## src/rtl/hart_debug_pkg.sv

```systemverilog
// Shared types and dmstatus field positions for the hart-side debug responder and the
// dmcontrol decoder.
package hart_debug_pkg;

    typedef enum logic [2:0] {
        StRunning   = 3'd0,
        StHaltReq   = 3'd1,
        StHalted    = 3'd2,
        StResumeReq = 3'd3,
        StHartRst   = 3'd4,
        StUnavail   = 3'd5
    } state_e;

    localparam int unsigned IMPEBREAK       = 22;
    localparam int unsigned HAVERESET_ALL   = 19;
    localparam int unsigned HAVERESET_ANY   = 18;
    localparam int unsigned RESUMEACK_ALL   = 17;
    localparam int unsigned RESUMEACK_ANY   = 16;
    localparam int unsigned NONEXISTENT_ALL = 15;
    localparam int unsigned NONEXISTENT_ANY = 14;
    localparam int unsigned UNAVAIL_ALL     = 13;
    localparam int unsigned UNAVAIL_ANY     = 12;
    localparam int unsigned RUNNING_ALL     = 11;
    localparam int unsigned RUNNING_ANY     = 10;
    localparam int unsigned HALTED_ALL      = 9;
    localparam int unsigned HALTED_ANY      = 8;
    localparam int unsigned AUTHENTICATED   = 7;
    localparam int unsigned VERSION_MSB     = 3;
    localparam int unsigned VERSION_LSB     = 0;

    // A zero timeout still needs a one-bit timer so the register exists.
    function automatic int unsigned timer_width(input int unsigned timeout);
        return (timeout == 0) ? 1 : $clog2(timeout + 1);
    endfunction

endpackage

```

## src/rtl/hart_debug_ctrl_if.sv

```systemverilog
// Decoded dmcontrol requests, core handshake and dmstatus word for one hart.
interface hart_debug_ctrl_if;

    logic        dmactive_i;
    logic        haltreq_i;
    logic        resumereq_i;
    logic        hartreset_i;
    logic        ndmreset_i;
    logic        ackhavereset_i;
    logic        setresethaltreq_i;
    logic        clrresethaltreq_i;
    logic        core_halted_i;
    logic        core_running_i;
    logic        core_debug_req_o;
    logic        core_resume_req_o;
    logic        core_reset_o;
    logic [31:0] dmstatus_o;

    modport slave (
        input  dmactive_i, haltreq_i, resumereq_i, hartreset_i, ndmreset_i,
        input  ackhavereset_i, setresethaltreq_i, clrresethaltreq_i,
        input  core_halted_i, core_running_i,
        output core_debug_req_o, core_resume_req_o, core_reset_o, dmstatus_o
    );

    modport master (
        output dmactive_i, haltreq_i, resumereq_i, hartreset_i, ndmreset_i,
        output ackhavereset_i, setresethaltreq_i, clrresethaltreq_i,
        output core_halted_i, core_running_i,
        input  core_debug_req_o, core_resume_req_o, core_reset_o, dmstatus_o
    );

endinterface

```

## src/rtl/hart_debug_ctrl.sv

```systemverilog
// Hart-side halt/resume/reset responder to dmcontrol requests; reports dmstatus for one hart.
module hart_debug_ctrl
    import hart_debug_pkg::*;
#(
    parameter int unsigned HALT_TIMEOUT = 1024,
    parameter logic [3:0]  DM_VERSION   = 4'd3
) (
    input logic         clk_i,
    input logic         rst_ni,
    hart_debug_ctrl_if.slave dbg
);

    localparam int unsigned         TimerW      = timer_width(HALT_TIMEOUT);
    localparam bit                  TimeoutOn   = (HALT_TIMEOUT != 0);
    localparam logic [TimerW-1:0]   TimeoutLast =
        TimerW'((HALT_TIMEOUT == 0) ? 0 : HALT_TIMEOUT - 1);
    localparam logic [TimerW-1:0]   TimerMax    = '1;

    state_e              state_q, state_d;
    logic [TimerW-1:0]   timer_q, timer_d;
    logic                havereset_q, havereset_d;
    logic                resumeack_q, resumeack_d;
    logic                unavail_q, unavail_d;
    logic                resethalt_q, resethalt_d;
    logic                debug_req_q, resume_req_q, reset_req_q;
    logic                any_reset;

    assign any_reset = dbg.hartreset_i | dbg.ndmreset_i;

    always_comb begin
        state_d     = state_q;
        timer_d     = timer_q;
        havereset_d = havereset_q;
        resumeack_d = resumeack_q;
        unavail_d   = unavail_q;
        resethalt_d = resethalt_q;

        if (dbg.ackhavereset_i)    havereset_d = 1'b0;
        if (dbg.setresethaltreq_i) resethalt_d = 1'b1;
        if (dbg.clrresethaltreq_i) resethalt_d = 1'b0;

        if (any_reset) begin
            state_d     = StHartRst;
            havereset_d = 1'b1;
            timer_d     = '0;
        end else if (!dbg.dmactive_i) begin
            // DM held in reset: drop per-session status but keep the havereset sticky bit.
            resumeack_d = 1'b0;
            unavail_d   = 1'b0;
            resethalt_d = 1'b0;
            timer_d     = '0;
            state_d     = dbg.core_halted_i ? StHalted : StRunning;
        end else begin
            unique case (state_q)
                StHartRst: state_d = resethalt_q ? StHaltReq : StRunning;
                StRunning: begin
                    if (dbg.haltreq_i) begin
                        state_d = StHaltReq;
                        timer_d = '0;
                    end else if (dbg.core_halted_i) begin
                        state_d = StHalted;
                    end
                end
                StHaltReq: begin
                    if (dbg.core_halted_i) begin
                        state_d = StHalted;
                    end else begin
                        if (timer_q != TimerMax) timer_d = timer_q + TimerW'(1);
                        if (TimeoutOn && (timer_q == TimeoutLast)) begin
                            state_d   = StUnavail;
                            unavail_d = 1'b1;
                        end
                    end
                end
                StHalted: begin
                    if (dbg.resumereq_i && !dbg.haltreq_i) begin
                        state_d     = StResumeReq;
                        resumeack_d = 1'b0;
                    end
                end
                StResumeReq: begin
                    if (dbg.core_running_i && !dbg.core_halted_i) begin
                        state_d     = StRunning;
                        resumeack_d = 1'b1;
                    end
                end
                StUnavail: state_d = StUnavail;
                default:   state_d = StRunning;
            endcase
        end
    end

    // Core-facing outputs are registered from the next state so they track state_q exactly.
    always_ff @(posedge clk_i or negedge rst_ni) begin
        if (!rst_ni) begin
            state_q      <= StRunning;
            timer_q      <= '0;
            havereset_q  <= 1'b1;
            resumeack_q  <= 1'b0;
            unavail_q    <= 1'b0;
            resethalt_q  <= 1'b0;
            debug_req_q  <= 1'b0;
            resume_req_q <= 1'b0;
            reset_req_q  <= 1'b0;
        end else begin
            state_q      <= state_d;
            timer_q      <= timer_d;
            havereset_q  <= havereset_d;
            resumeack_q  <= resumeack_d;
            unavail_q    <= unavail_d;
            resethalt_q  <= resethalt_d;
            debug_req_q  <= (state_d == StHaltReq);
            resume_req_q <= (state_d == StResumeReq);
            reset_req_q  <= (state_d == StHartRst);
        end
    end

    assign dbg.core_debug_req_o  = debug_req_q;
    assign dbg.core_resume_req_o = resume_req_q;
    assign dbg.core_reset_o      = reset_req_q;

    logic [31:0] dmstatus;
    logic        unavail_flag;

    assign unavail_flag = unavail_q | (state_q == StHartRst);

    always_comb begin
        dmstatus                          = '0;
        dmstatus[IMPEBREAK]               = 1'b0;
        dmstatus[HAVERESET_ALL]           = havereset_q;
        dmstatus[HAVERESET_ANY]           = havereset_q;
        dmstatus[RESUMEACK_ALL]           = resumeack_q;
        dmstatus[RESUMEACK_ANY]           = resumeack_q;
        dmstatus[NONEXISTENT_ALL]         = 1'b0;
        dmstatus[NONEXISTENT_ANY]         = 1'b0;
        dmstatus[UNAVAIL_ALL]             = unavail_flag;
        dmstatus[UNAVAIL_ANY]             = unavail_flag;
        dmstatus[RUNNING_ALL]             = (state_q == StRunning);
        dmstatus[RUNNING_ANY]             = (state_q == StRunning);
        dmstatus[HALTED_ALL]              = (state_q == StHalted);
        dmstatus[HALTED_ANY]              = (state_q == StHalted);
        dmstatus[AUTHENTICATED]           = 1'b1;
        dmstatus[VERSION_MSB:VERSION_LSB] = DM_VERSION;
    end

    assign dbg.dmstatus_o = dmstatus;

endmodule

```

## src/flat_wrapper.sv

```systemverilog
// flat-port wrapper written by rule: the top's interface ports become plain ports
module hart_debug_ctrl_flat import hart_debug_pkg::*;
#(
    parameter int unsigned HALT_TIMEOUT = 1024,
    parameter logic [3:0]  DM_VERSION   = 4'd3
)
  (clk_i, rst_ni, dbg_dmactive_i, dbg_haltreq_i, dbg_resumereq_i, dbg_hartreset_i, dbg_ndmreset_i, dbg_ackhavereset_i, dbg_setresethaltreq_i, dbg_clrresethaltreq_i, dbg_core_halted_i, dbg_core_running_i, dbg_core_debug_req_o, dbg_core_resume_req_o, dbg_core_reset_o, dbg_dmstatus_o);
  hart_debug_ctrl_if dbg_i ();
  input logic clk_i;
  input logic rst_ni;
  input wire logic [$bits(dbg_i.dmactive_i)-1:0] dbg_dmactive_i;
  input wire logic [$bits(dbg_i.haltreq_i)-1:0] dbg_haltreq_i;
  input wire logic [$bits(dbg_i.resumereq_i)-1:0] dbg_resumereq_i;
  input wire logic [$bits(dbg_i.hartreset_i)-1:0] dbg_hartreset_i;
  input wire logic [$bits(dbg_i.ndmreset_i)-1:0] dbg_ndmreset_i;
  input wire logic [$bits(dbg_i.ackhavereset_i)-1:0] dbg_ackhavereset_i;
  input wire logic [$bits(dbg_i.setresethaltreq_i)-1:0] dbg_setresethaltreq_i;
  input wire logic [$bits(dbg_i.clrresethaltreq_i)-1:0] dbg_clrresethaltreq_i;
  input wire logic [$bits(dbg_i.core_halted_i)-1:0] dbg_core_halted_i;
  input wire logic [$bits(dbg_i.core_running_i)-1:0] dbg_core_running_i;
  output wire logic [$bits(dbg_i.core_debug_req_o)-1:0] dbg_core_debug_req_o;
  output wire logic [$bits(dbg_i.core_resume_req_o)-1:0] dbg_core_resume_req_o;
  output wire logic [$bits(dbg_i.core_reset_o)-1:0] dbg_core_reset_o;
  output wire logic [$bits(dbg_i.dmstatus_o)-1:0] dbg_dmstatus_o;
  assign dbg_i.dmactive_i = dbg_dmactive_i;
  assign dbg_i.haltreq_i = dbg_haltreq_i;
  assign dbg_i.resumereq_i = dbg_resumereq_i;
  assign dbg_i.hartreset_i = dbg_hartreset_i;
  assign dbg_i.ndmreset_i = dbg_ndmreset_i;
  assign dbg_i.ackhavereset_i = dbg_ackhavereset_i;
  assign dbg_i.setresethaltreq_i = dbg_setresethaltreq_i;
  assign dbg_i.clrresethaltreq_i = dbg_clrresethaltreq_i;
  assign dbg_i.core_halted_i = dbg_core_halted_i;
  assign dbg_i.core_running_i = dbg_core_running_i;
  assign dbg_core_debug_req_o = dbg_i.core_debug_req_o;
  assign dbg_core_resume_req_o = dbg_i.core_resume_req_o;
  assign dbg_core_reset_o = dbg_i.core_reset_o;
  assign dbg_dmstatus_o = dbg_i.dmstatus_o;
  hart_debug_ctrl #(.HALT_TIMEOUT(HALT_TIMEOUT), .DM_VERSION(DM_VERSION)) u_core (.clk_i(clk_i), .rst_ni(rst_ni), .dbg(dbg_i));
endmodule
```

## config.mk

```make
export PLATFORM = sky130hd
export DESIGN_NAME = hart_debug_ctrl_flat
export DESIGN_NICKNAME = d
export VERILOG_FILES = /design/src/rtl/hart_debug_pkg.sv /design/src/rtl/hart_debug_ctrl_if.sv /design/src/rtl/hart_debug_ctrl.sv /design/src/flat_wrapper.sv
export SDC_FILE = /design/constraint.sdc
export NUM_CORES = 1
export LEC_CHECK = 0
export ABC_AREA = 1
export ABC_CLOCK_PERIOD_IN_PS = 2600
export BUFFER_PORTS_ARGS = -buffer_cell sky130_fd_sc_hd__buf_2
export CAP_MARGIN = 40
export CORE_AREA = 2 2 67 50
export CTS_CLUSTER_DIAMETER = 80
export CTS_CLUSTER_SIZE = 25
export DETAILED_ROUTE_END_ITERATION = 8
export DIE_AREA = 0 0 69 52
export GPL_ROUTABILITY_DRIVEN = 0
export HOLD_SLACK_MARGIN = 0.12
export PLACE_DENSITY = 0.89
export SYNTH_ARGS = -nofsm -noshare
export SYNTH_HDL_FRONTEND = slang
export SYNTH_SLANG_ARGS = --single-unit
```

## constraint.sdc

```tcl
create_clock -name clk_i -period 2.6 [get_ports clk_i]
set_input_delay 0.26 -clock clk_i [delete_from_list [all_inputs] [get_ports clk_i]]
set_output_delay 0.26 -clock clk_i [all_outputs]
set_load 0.05 [all_outputs]
```

; Word-level counts from Yosys, hierarchy flattened
; Cells that the tools add are included.
[totals]
inputBits = 12
romBits = 0
latchBits = 0
mem_bits_rw = 0
mem_count = 0
word_cells = 73
regBits = 21
[op_classes]
addsub = 1
n_div = 0
order_cmp = 0
reduce_logical = 9
bitwise = 3
n_shift = 0
muxes = 31
multipliers = 0
eq_ne = 20
[ops]
columns = operator, count
row1 = $mux 11, 5
row2 = $mux 3, 8
row3 = $pmux 11 s2, 1
row4 = $pmux 3 s6, 1
row5 = $mux 1, 14
row6 = $reduce_and 4->1, 3
row7 = $add 11x1->11 const B, 1
row8 = $eq 11x10->1 const B, 1
row9 = $ne 11x11->1 const B, 1
row10 = $eq 3x2->1 const B, 3
row11 = $eq 3x3->1 const B, 3
row12 = $ne 4x3->1 const B, 2
row13 = $eq 3x1->1 const B, 2
row14 = $ne 3x2->1 const B, 2
row15 = $ne 2x1->1 const B, 2
row16 = $ne 4x1->1 const B, 1
row17 = $ne 4x2->1 const B, 1
row18 = $logic_not 3->1, 1
row19 = $ne 3x1->1 const B, 1
row20 = $logic_and 1x1->1, 2
row21 = $logic_not 1->1, 2
row22 = $mux 2, 1
row23 = $ne 2x2->1 const B, 1
row24 = $or 1x1->1, 2
row25 = 3 further kinds, 3

; Logic depth before layout (Yosys ltp)
[depth]
ltp_word = 7
mapped_depth = 9
mapped_depth_nobuf = 9

; Worst setup path after synthesis
; OpenSTA, ideal clock, no wires.
[synth_path]
path_type = register to output
from = register u_core.state_q[0]
to = output port dbg_dmstatus_o[11]
t_arrival_ns = 2.041
required_time_ns = 2.340
path_stages_with_launch = 3
setup_slack_ns = 0.299
path_buffers = 1
path_cell_list = dfrtp_1 -> nor3_1 -> buf_4
[synth_between]
elab_chain_cells = 1
[synth_lines]
columns = item, line_no
row1 = from (decl), hart_debug_ctrl.sv:19  ; state_e state_q, state_d;
row2 = from (signal assigned), hart_debug_ctrl.sv:96  ; state_q <= StRunning;
row3 = from (signal assigned), hart_debug_ctrl.sv:106  ; state_q <= state_d;
row4 = $logic_not 3->1, -
row5 = to (decl), flat_wrapper.sv:24  ; output wire logic [$bits(dbg_i.dmstatus_o)-1:0] dbg_dmstatus_o;
; No other way between the ends.

; Worst setup path in the final report
[layout_path]
from = register u_core.timer_q[0]
to = register u_core.timer_q[0]
[layout_between]
elab_chain_cells = 6
elab_cells_between_ends = 9
classes_between = 1 x add/sub / 2 x eq/ne / 5 x mux / 1 x reduce/logical
[layout_lines]
columns = item, line_no
row1 = from (decl), hart_debug_ctrl.sv:20  ; logic [TimerW-1:0] timer_q, timer_d;
row2 = from (signal assigned), hart_debug_ctrl.sv:107  ; timer_q <= timer_d;
row3 = $add 11x1->11, hart_debug_ctrl.sv:68  ; if (timer_q != TimerMax) timer_d = timer_q + TimerW'(1);
row4 = $mux 11, hart_debug_ctrl.sv:68
row5 = $mux 11, hart_debug_ctrl.sv:65  ; if (dbg.core_halted_i) begin
row6 = $pmux 11 s2, hart_debug_ctrl.sv:54  ; unique case (state_q)
row7 = $mux 11, hart_debug_ctrl.sv:46  ; end else if (!dbg.dmactive_i) begin
row8 = $mux 11, hart_debug_ctrl.sv:42  ; if (any_reset) begin
; Parallel ways exist; a longest one is shown, timed or not. The select of a mux whose other input is x is not followed.
; A chain may end at the register's enable or synchronous reset.

==> impl_metrics.env <==
export IMPL_synth_cell_type_count=27
export IMPL_synth_avg_cell_area_um2=7.20
export IMPL_synth_ff_type="dfrtp_1"
export IMPL_synth_enable_flop_cells=0
export IMPL_power_density_mw_per_mm2=450
export IMPL_n_antenna_cell=0
export IMPL_route_vias_total=1277
export IMPL_wl_per_cell_um=10.9
export IMPL_antenna_found_initial=0
export IMPL_critical_path_arrival_ns=2.05
export IMPL_route_detailed_vias_per_inst=4.73
export IMPL_synth_cells_most_frequent="nand2_1, buf_4, nor2_1"
export IMPL_setup_repair_after_global_routing_missed_its_margin="false"
export IMPL_cts_htree_levels=1
export IMPL_critPathRequiredTime_ns=2.75
export IMPL_run_status="complete, no violations"
export IMPL_grt_start_max_net_pins=22
export IMPL_top_usage_layer="met1"
export IMPL_crit_path_end="u_core.timer_q[0]"
export IMPL_postLayoutCellArea_mm2=0.00160
export IMPL_clock_pin_slew_reported_for_the_worst_setup_and_hold_paths_after_clock_tree_synthesis_ns=0.08
export IMPL_first_global_vias=1132
export IMPL_yosysTopAreaCell="dfrtp_1"
export IMPL_gr_usage_met1_pct=27.1
export IMPL_finalMaxSlewViolations=0
export IMPL_cts_buffer_depth=2
export IMPL_drive_above_1_share_pct=18.5
export IMPL_drt_iter0_markers=64
export IMPL_port_buffers=24
export IMPL_asyncSetResetFlopFracSynth_pct=100
export IMPL_r2r_setup_slack_ns=0.70
export IMPL_dp_final_hpwl_um=2300
export IMPL_postCtsSetupRepairBufs=0
export IMPL_num_nets_final=246
export IMPL_mappedNetlistArea_mm2=0.00155
export IMPL_fin_tns_setup_ns=0
export IMPL_fin_util_pct=53.9
export IMPL_fp_dieArea_mm2=0.00359
export IMPL_yosys_top_cells_area="dfrtp_1, buf_4, nand2_1"
export IMPL_synth_seq_area_share_pct=34.0
export IMPL_placementRows=17
export IMPL_die_y_um=52
export IMPL_worstReg2RegStart="u_core.timer_q[0]"
export IMPL_cts_root_buf="clkbuf_8"
export IMPL_clock_tree_skew_after_final_layout_ns=0.00584
export IMPL_route_detailed_drc=0
export IMPL_synth_largest_type_area_fraction_pct=32.3
export IMPL_cts_tree="yes"
export IMPL_worstReg2RegEnd="u_core.timer_q[0]"
export IMPL_initial_core_util_pct=52.0
export IMPL_leakage_nw=0.823
export IMPL_synth_seq_cells=21
export IMPL_critPathLaunch="u_core.timer_q[0]"
export IMPL_first_pass_grt_wire_length_um=5200
export IMPL_synthCells=215
export IMPL_final_min_clock_period_ns=1.90
export IMPL_route_final_wire_length_um=2950
export IMPL_worst_setup_path_start_kind="flip-flop"
export IMPL_worst_setup_path_type="flip-flop to flip-flop"
export IMPL_grtUsageTotal_pct=18.2
export IMPL_drt_pass1_iter_count=4
export IMPL_dpl_cell_area_mm2=0.00155
export IMPL_clk_latency_ns=0.27
export IMPL_ir_worst_vdd_mv=0.443
export IMPL_fp_coreArea_mm2=0.00298
export IMPL_die_width_um=69
export IMPL_area_growth_from_synthesis_to_final_layout_pct=3.64
export IMPL_clock_sinks=21
export IMPL_ys_warnings_count=0
export IMPL_io_pins=47
export IMPL_yosys_cell_count_top_type="nand2_1"
export IMPL_max_cap_viol_count=0
export IMPL_grt_met2_usage_pct=26.8
export IMPL_postRouteAntennaNets=0
export IMPL_report_final_setup_viol=0
export IMPL_cts_made_buffers=3
export IMPL_total_power_draw_uw=722
export IMPL_ff2ff_path_depth=9
export IMPL_met3_layer_usage_reported_by_global_route_pct=4.65
export IMPL_layout_worst_path_cycle_share_pct=73.0
export IMPL_worst_path_max_fanout=15
export IMPL_global_route_overflow_total=0
export IMPL_maximum_frequency_from_static_timing_analysis_mhz=527
export IMPL_endpoint_kind="flip-flop"
export IMPL_hold_path_class="input pin to flip-flop"
export IMPL_hold_violations=0
export IMPL_cts_resized_gates=0
## stage by stage
stage                     hold WS, ns  cells  setup WS, ns
after floorplan               -0.0356    235         0.299
after CTS                       0.138    270         0.700
after global routing            0.136    270         0.493
after global placement          0.235    265         0.803
final                           0.139    270         0.701
after detailed placement        0.239    265         0.719
## layout make-up
| type | count | area (µm²) |
|---|---|---|
| clock inverter | 1 | 7.51 |
| sequential | 21 | 527 |
| timing repair buffer | 25 | 130 |
| clock buffer | 3 | 41.3 |
| tap | 38 | 47.5 |
| multi-input combinational | 158 | 761 |
| inverter | 24 | 90.1 |
| fill | 269 | 1370 |
## metal layers
layer  up-vias  wire [µm]
met5         -          0
met4         0         11
met3         2        235
met1       554       1490
li1        669          -
met2        52       1210
## sequential cells by signal, indices dropped and copies added (netlist names)
| signal | cells |
|---|---|
| u_core.havereset_q | 1 |
| u_core.resumeack_q | 1 |
| u_core.resethalt_q | 1 |
| u_core.unavail_q | 1 |
| u_core.dbg.core_resume_req_o | 1 |
| u_core.dbg.core_debug_req_o | 1 |
| u_core.dbg.core_reset_o | 1 |
| u_core.state_q | 3 |
| u_core.timer_q | 11 |
## repair_timing
item,CTS,global route
hold endpoints to repair,20,0
endpoints found under the setup margin,0,0
hold buffers,1,0
## cells in the final DEF, fill, tap and decap left out, drive strengths merged
cell         netlist  layout
o21ai              9       9
nor3               4       4
nand3b             3       3
clkinvlp           0       1
dfstp              1       1
conb               2      22
a21oi              4       4
nor2              33      33
clkbuf             0       3
buf               32      24
ha                 1       1
xor2               2       2
nand2             46      46
o211ai             1       1
dlygate4sd3        0       1
dfrtp             20      20
nand4              6       6
inv               24      24
a221oi             1       1
nand3             26      26
## cells by family after synthesis
group	synth area share [%]
simple gates	35.7
compound gates	6.22
xor+xnor	1.13
buf+inv	21.7
other cells	0.485
fa+ha+maj	0.808
flops	34.0
## worst min path at each step
stage                                  endpoint  slack [ns]                  start  cells past startpoint
floorplan           u_core.dbg.core_debug_req_o       -0.04                 rst_ni                      0
global placement              u_core.timer_q[6]        0.24                 rst_ni                      1
detailed placement            u_core.timer_q[3]        0.24                 rst_ni                      1
CTS                          u_core.resethalt_q        0.14  dbg_clrresethaltreq_i                      2
global route                 u_core.resethalt_q        0.14  dbg_clrresethaltreq_i                      2
finish                       u_core.havereset_q        0.14     dbg_ackhavereset_i                      2
## critical path, cell delays in order, from the launching register on
cell	delay, ns
dfrtp_1	0.46
ha_1	0.29
nand3_1	0.17
inv_1	0.07
nand2_1	0.11
nor2_2	0.07
nor2_4	0.33
inv_2	0.15
nand2_1	0.09
o21ai_1	0.06
## power breakdown
| part | switching (mW) | internal [mW] |
|---|---|---|
| logic | 0.139 | 0.0215 |
| clock network | 0.116 | 0.109 |
| registers | 0.00556 | 0.332 |
(Power assumes the default switching activity.)
